## config.mk

```make
export PLATFORM = sky130hd
export DESIGN_NAME = lzss_packer
export DESIGN_NICKNAME = d
export VERILOG_FILES = /design/src/rtl/lzss_packer.sv
export SDC_FILE = /design/constraint.sdc
export NUM_CORES = 1
export LEC_CHECK = 0
export CAP_MARGIN = 30
export CELL_PAD_IN_SITES_DETAIL_PLACEMENT = 1
export CELL_PAD_IN_SITES_GLOBAL_PLACEMENT = 1
export CORE_MARGIN = 2
export CORE_UTILIZATION = 40
export DETAILED_ROUTE_END_ITERATION = 10
export PLACE_DENSITY_LB_ADDON = 0.25
export SLEW_MARGIN = 20
export SYNTH_ARGS = -nofsm -noshare
export SYNTH_HDL_FRONTEND = slang
export SYNTH_SLANG_ARGS = --single-unit
```

## constraint.sdc

```tcl
create_clock -name clk -period 7.8 [get_ports clk]
set_input_delay 1.56 -clock clk [delete_from_list [all_inputs] [get_ports clk]]
set_output_delay 1.56 -clock clk [all_outputs]
set_load 0.005 [all_outputs]
```

## src/rtl/lzss_packer.sv

```systemverilog
// LZSS codeword bit packer: 9/11-bit codewords into MSB-first 32-bit words.
// Define LZSS_PACK_STAT_EN to enable the literal/match statistics counters.
module lzss_packer (
    input  logic        clk,
    input  logic        reset,
    input  logic [10:0] codeword,
    input  logic        cw_valid,
    output logic        cw_ready,
    input  logic        finish,
    output logic [31:0] word,
    output logic        word_valid,
    input  logic        word_ready,
    output logic        word_last,
    output logic        done,
    output logic [19:0] total_bits,
    output logic [11:0] lit_cnt,
    output logic [11:0] match_cnt
);

    typedef enum logic [1:0] {
        RUN,
        FLUSH,
        DONE
    } state_t;

    state_t state, state_nx;

    logic [63:0] acc;
    logic [6:0]  fill;
    logic        cw_fire;
    logic        is_match;
    logic [6:0]  len_in;
    logic [63:0] cw_left;
    logic [63:0] app;
    logic [63:0] merged;
    logic        out_free;
    logic        extract;
    logic        tail;
    logic [20:0] sum_bits;

    assign cw_ready = (state == RUN) && (fill <= 7'd53);
    assign cw_fire  = cw_valid && cw_ready;
    assign is_match = codeword[10];
    assign len_in   = cw_fire ? (is_match ? 7'd11 : 7'd9) : 7'd0;
    assign cw_left  = is_match ? {codeword, 53'd0}
                               : {codeword[10:2], 55'd0};
    // Bits below fill are always zero, so OR-ing in the aligned codeword appends it.
    assign app      = cw_fire ? (cw_left >> fill) : 64'd0;
    assign merged   = acc | app;
    assign out_free = !word_valid || word_ready;
    assign extract  = out_free && (fill >= 7'd32);
    assign tail     = (state == FLUSH) && out_free
                      && (fill != 7'd0) && (fill < 7'd32);
    assign sum_bits = {1'b0, total_bits} + 21'(len_in);
    assign done     = (state == DONE);

    always_comb begin
        state_nx = state;
        unique case (state)
            RUN: begin
                if (finish) state_nx = FLUSH;
            end
            FLUSH: begin
                if (fill == 7'd0 && !word_valid) state_nx = DONE;
            end
            DONE: begin
                state_nx = RUN;
            end
            default: state_nx = RUN;
        endcase
    end

    always_ff @(posedge clk) begin
        if (reset) begin
            state      <= RUN;
            acc        <= 64'd0;
            fill       <= 7'd0;
            word       <= 32'd0;
            word_valid <= 1'b0;
            word_last  <= 1'b0;
            total_bits <= 20'd0;
        end else begin
            state <= state_nx;
            if (state == DONE) begin
                acc        <= 64'd0;
                fill       <= 7'd0;
                total_bits <= 20'd0;
            end else begin
                if (extract) begin
                    acc  <= merged << 32;
                    fill <= 7'(fill + len_in - 7'd32);
                end else if (tail) begin
                    acc  <= 64'd0;
                    fill <= 7'd0;
                end else begin
                    acc  <= merged;
                    fill <= 7'(fill + len_in);
                end
                if (cw_fire) begin
                    total_bits <= sum_bits[20] ? 20'hFFFFF : sum_bits[19:0];
                end
            end
            if (extract || tail) begin
                word       <= acc[63:32];
                word_valid <= 1'b1;
                word_last  <= tail;
            end else if (word_valid && word_ready) begin
                word_valid <= 1'b0;
                word_last  <= 1'b0;
            end
        end
    end

`ifdef LZSS_PACK_STAT_EN
    always_ff @(posedge clk) begin
        if (reset || state == DONE) begin
            lit_cnt   <= 12'd0;
            match_cnt <= 12'd0;
        end else if (cw_fire) begin
            if (is_match) begin
                if (match_cnt != 12'hFFF) match_cnt <= match_cnt + 12'd1;
            end else begin
                if (lit_cnt != 12'hFFF) lit_cnt <= lit_cnt + 12'd1;
            end
        end
    end
`else
    assign lit_cnt   = 12'd0;
    assign match_cnt = 12'd0;
`endif

endmodule

```

; ---- After elaboration in Yosys (flattened, before gate mapping)
; Cells that the tools add are included.
; W data, S select, Z words.
[totals]
input_bits = 16
out_inout_bits = 80
ff_bits = 127
elab_cells = 53
[classes]
n_eq_ne = 4
n_reduce_logical = 18
magnitude_cmp = 3
n_bitwise = 1
shifts = 1
n_mux = 15
addsub = 3
[op_table]
columns = op, n
row1 = $mux W64, 4
row2 = $or A64 B64 Y64, 1
row3 = $shr A64 B7 Y64, 1
row4 = $add A20 B4 Y21, 1
row5 = $mux W20, 1
row6 = $mux W7, 2
row7 = $logic_and A1 B1 Y1, 8
row8 = $add A7 B4 Y7, 1
row9 = $ge A7 B6 Y1 const B, 1
row10 = $le A7 B6 Y1 const B, 1
row11 = $logic_not A7 Y1, 1
row12 = $lt A7 B6 Y1 const B, 1
row13 = $reduce_bool A7 Y1, 1
row14 = $sub A7 B6 Y7 const B, 1
row15 = $mux W2, 3
row16 = $mux W4, 1
row17 = $pmux W2 S2, 1
row18 = $reduce_or A4 Y1, 1
row19 = $mux W1, 3
row20 = $eq A2 B1 Y1 const B, 1
row21 = $eq A2 B2 Y1 const B, 1
row22 = $logic_not A2 Y1, 1
row23 = $logic_or A1 B1 Y1, 2
row24 = $ne A2 B1 Y1 const B, 1
row25 = other kinds (5), 5

; ---- Logic depth before layout (Yosys ltp)
[logic_depth]
depth_word = 7
mapped_depth = 13
ltp_nobuf = 11

; ---- Worst setup path before layout
; Ideal clock, no wire load.
[synth_path]
path_type = input to register
start = input port cw_valid
end = register total_bits[18]
required_time_ns = 7.668
arrival_time_ns = 3.788
n_path_buf = 1
setup_time_ns = 0.132
path_stages = 12
slack_ns = 3.880
cell_sequence = nor4b_4 > o21ai_2 > inv_2 > clkbuf_1 > ha_1 > ha_1 > a21o_1 > a31oi_1 > nor3_2 > nand4_1 > xor2_1 > a21oi_1
[synth_via]
elab_chain_len = 4
[synth_rtl]
columns = item, line
row1 = from (decl), 7  ; input logic cw_valid,
row2 = $logic_and A1 B1 Y1 *, 42  ; assign cw_fire = cw_valid && cw_ready;
row3 = via cw_fire, 30  ; logic cw_fire;
row4 = $mux W4, 44  ; assign len_in = cw_fire ? (is_match ? 7'd11 : 7'd9) : 7'd0;
row5 = $add A20 B4 Y21, 54  ; assign sum_bits = {1'b0, total_bits} + 21'(len_in);
row6 = $mux W20, 100  ; total_bits <= sum_bits[20] ? 20'hFFFFF : sum_bits[19:0];
row7 = to (signal assigned), 100
row8 = to (decl), 15  ; output logic [19:0] total_bits,
; Mark *: on every way through the listed nets, which the timed path passes. The rest lies on a longest branch.
; A chain may end at the register's enable or synchronous reset.

; ---- Final worst setup path
[layout_path]
start = input port cw_valid
end = register total_bits[10]
[layout_via]
elab_chain_len = 4
[layout_rtl]
columns = item, line
row1 = $logic_and A1 B1 Y1 *, 42
row2 = $mux W4, 44
row3 = $add A20 B4 Y21, 54
row4 = $mux W20, 100
; Mark *: on every way between the ends. The rest lies on a longest branch, timed or not.

==> flow_summary.yaml <==
sta:
  finalMaxSlewViolations: 0
  fin_skew_ns: 0.00807
  rsz0062_at_grt: "no"
  worstMarginPinSlew_ns: 0.909
  worst_slack_ns: 3.30
  final-setup-viol-count: 0
  setup_tns_ns: 0
  finalHoldViolations: 0
  slew_headroom_pct: 39.1
  clock.fmax_mhz: 222
  period_share_pct: 57.7
  period_needed_ns: 4.50
die:
  fp-row-count: 45
  ios: 96
  dieHeight_um: 127
  fp.coreArea_um2: 15000
  fp.dieW_um: 127
  start_util_pct: 40.5
  die_area_um2: 16200
pwr:
  seqPwrFrac_pct: 33.3
  intPower_mw: 1.45
  combPwrFrac_pct: 32.3
  swShare_pct: 37.7
  leakagePower_nw: 2.63
  net-switching-power_mw: 0.879
  clockPowerShare_pct: 34.5
  p_per_area_nw_per_um2: 312
  peakVddDrop_v: 0.000192
global_routing:
  grtUsageMet3_pct: 5.78
  track_usage_pct: 24.2
  grt_pass1_vias: 5915
  use_met1_pct: 29.5
  busiest_layer: "met2"
  grt_antenna_before_repair: 0
  grt_max_degree: 46
  grt_util_met2_pct: 40.8
  grt_pass1_wl_um: 30800
  grt-ovfl-total: 0
routing:
  dr.first_iter.drc_count: 294
  dr.pass1.iters: 5
  avgViaCountPerCell: 5.68
  final_antenna_net_count: 0
  route.detailed.drc: 0
  vias: 5575
  avgRoutedWirePerCell_um: 19.3
  totalWireLength_um: 18900
synthesis:
  synth_flop_cell: "dfxtp_1"
  synth-xor-area-share_pct: 2.59
  netlist_instances: 723
  yosysSeqAreaShare_pct: 41.8
  ys_ff_latch: 127
  yosysWarnings: 0
  synth_edf_count: 0
  yosys.area_share.simple_pct: 19.2
  synthArstFlopShare_pct: 0
  synth-compound-area-share_pct: 22.1
  synthMuxAreaShare_pct: 6.42
  synth_area_um2: 6080
  synthDistinctLibCells: 72
  synth_top_family_by_area: "compound AO/OA/AOI/OAI gates"
  synth_fa_ha_area_share_pct: 1.56
  postSynthAreaPerCell_um2: 8.42
clocking:
  clk_path_buf_depth: 2
  clkTransAtPathRegs_ns: 0.06
  cts-root-buf: "clkbuf_16"
  clk_latency_ns: 0.43
  cts_tree: "yes"
  cts_resized: 0
  cts_sinks: 127
  cts_setup_buffers: 0
  htreeDepth: 4
  hold_buffers: 0
  numCtsBuffers: 17
place:
  placed_area_um2: 6850
  port_buffers: 71
  dp.cells: 948
  gp_congestion: 0.890
  post-dp-hpwl_um: 13100
  pre_cts_ws_ns: 2.92
finish:
  layout-drive-gt1-share_pct: 9.19
  syn_to_final_growth_pct: 22.8
  utilization_pct: 49.7
  final_nets: 803
  finalInstanceArea_um2: 7470
  n_fill_cell: 1775
  layout_common_cells: "127 x dfxtp_1, 99 x nand2_1, 90 x a21oi_1"
  num_antenna_cells: 0
  layout.cells.non_filler: 982
  layout_commonest_cell: "dfxtp_1"
outcome:
  status: "completed"
critical_path:
  cp_max_fo: 19
  startpoint: "cw_valid"
  critPathCaptureType: "register"
  arrival_ns: 4.78
  cp-start-kind: "input pin"
  rr_startpoint: "fill[4]"
  required_ns: 8.08
  crit_type: "input pin to register"
run:
  drv_cap: 0
min_path:
  worstHoldStart: "acc[35]"
  hold_path_class: "register to register"
[routing by layer]
| layer | wire length [um] | part of all wire, % |
|---|---|---|
| met2 | 9340 | 49 |
| met5 | 0 | 0 |
| met1 | 8130 | 43 |
| met4 | 517 | 2.7 |
| met3 | 953 | 5.0 |
[flip-flops by register name (all words and copies together) (netlist names)]
register / flops
acc: 64
fill: 7
state: 2
total_bits: 20
word: 32
word_last: 1
word_valid: 1
[layout make-up]
class / count / area (um2) / area share, %
inverters: 9 / 33.8 / 0.452
flip-flops and latches: 127 / 2540 / 34.0
repair buffers: 80 / 797 / 10.7
clock inverters: 13 / 153 / 2.04
well taps: 188 / 235 / 3.15
multi-input cells: 546 / 3270 / 43.7
clock buffers: 19 / 443 / 5.93
[logic make-up (layout without fill, tap and decap cells)]
logic type	Yosys count	count (layout)
mux	29	29
flops	127	127
compound gates	218	218
other cells	1	24
xor+xnor	18	18
simple gates	249	249
fa+ha+maj	8	8
buf+inv	73	121
[power groups by stage]
stage / Sequential (mW) / Combinational [mW] / Clock, mW
6_report: 0.775 / 0.751 / 0.803
5_1_grt: 0.784 / 0.814 / 0.842
4_1_cts: 0.788 / 0.725 / 0.814
3_5_place_dp: 0.801 / 0.715 / 0
3_3_place_gp: 0.799 / 0.690 / 0
2_1_floorplan: 0.754 / 0.520 / 0
[final timing paths]
check / slack [ns] / end / depth (start not counted)
setup / recovery: 3.30 / total_bits[10] / 12
hold / removal: 0.46 / word[3] / 2
setup reg to reg: 4.05 / total_bits[8] / 8
hold reg to reg: 0.46 / word[3] / 2
[worst max-delay path: stages]
cell and delay, ns:
clkdlybuf4s50_1 0.57, nor4b_4 0.36, o21ai_2 0.25, inv_2 0.36, ha_1 0.32, ha_1 0.21
a21o_1 0.16, a31oi_1 0.17, nor3_2 0.38, nand3_1 0.17, xor2_1 0.18, a21oi_1 0.08
[through the flow]
step | power [mW] | hold WS, ns
after floorplan | 1.27 | 0.421
after global placement | 1.49 | 0.434
after detailed placement | 1.52 | 0.447
after CTS | 2.33 | 0.461
after global routing | 2.44 | 0.479
final | 2.33 | 0.456
[cells in the mapped netlist, types with 7 or more instances]
master / instances / area [um2]
o21ai_1: 13 / 65.1
o21ai_0: 20 / 100
mux2i_1: 14 / 140
a21oi_1: 91 / 455
buf_4: 25 / 188
o22ai_1: 26 / 163
xor2_1: 10 / 87.6
xnor2_1: 8 / 70.1
mux2_2: 7 / 78.8
nor2b_1: 8 / 50.1
nand4_1: 8 / 50.1
nor2_1: 61 / 229
nand2_1: 99 / 372
nor3_1: 21 / 105
a21o_1: 7 / 52.6
mux4_2: 7 / 158
nand3_1: 11 / 55.1
a31oi_1: 10 / 62.6
and3_1: 7 / 43.8
and2_1: 7 / 43.8
buf_2: 7 / 35.0
a22oi_1: 13 / 97.6
clkbuf_1: 30 / 113
nand2b_1: 7 / 43.8
dfxtp_1: 127 / 2540
Note: power is estimated with default switching activity, not from simulation.
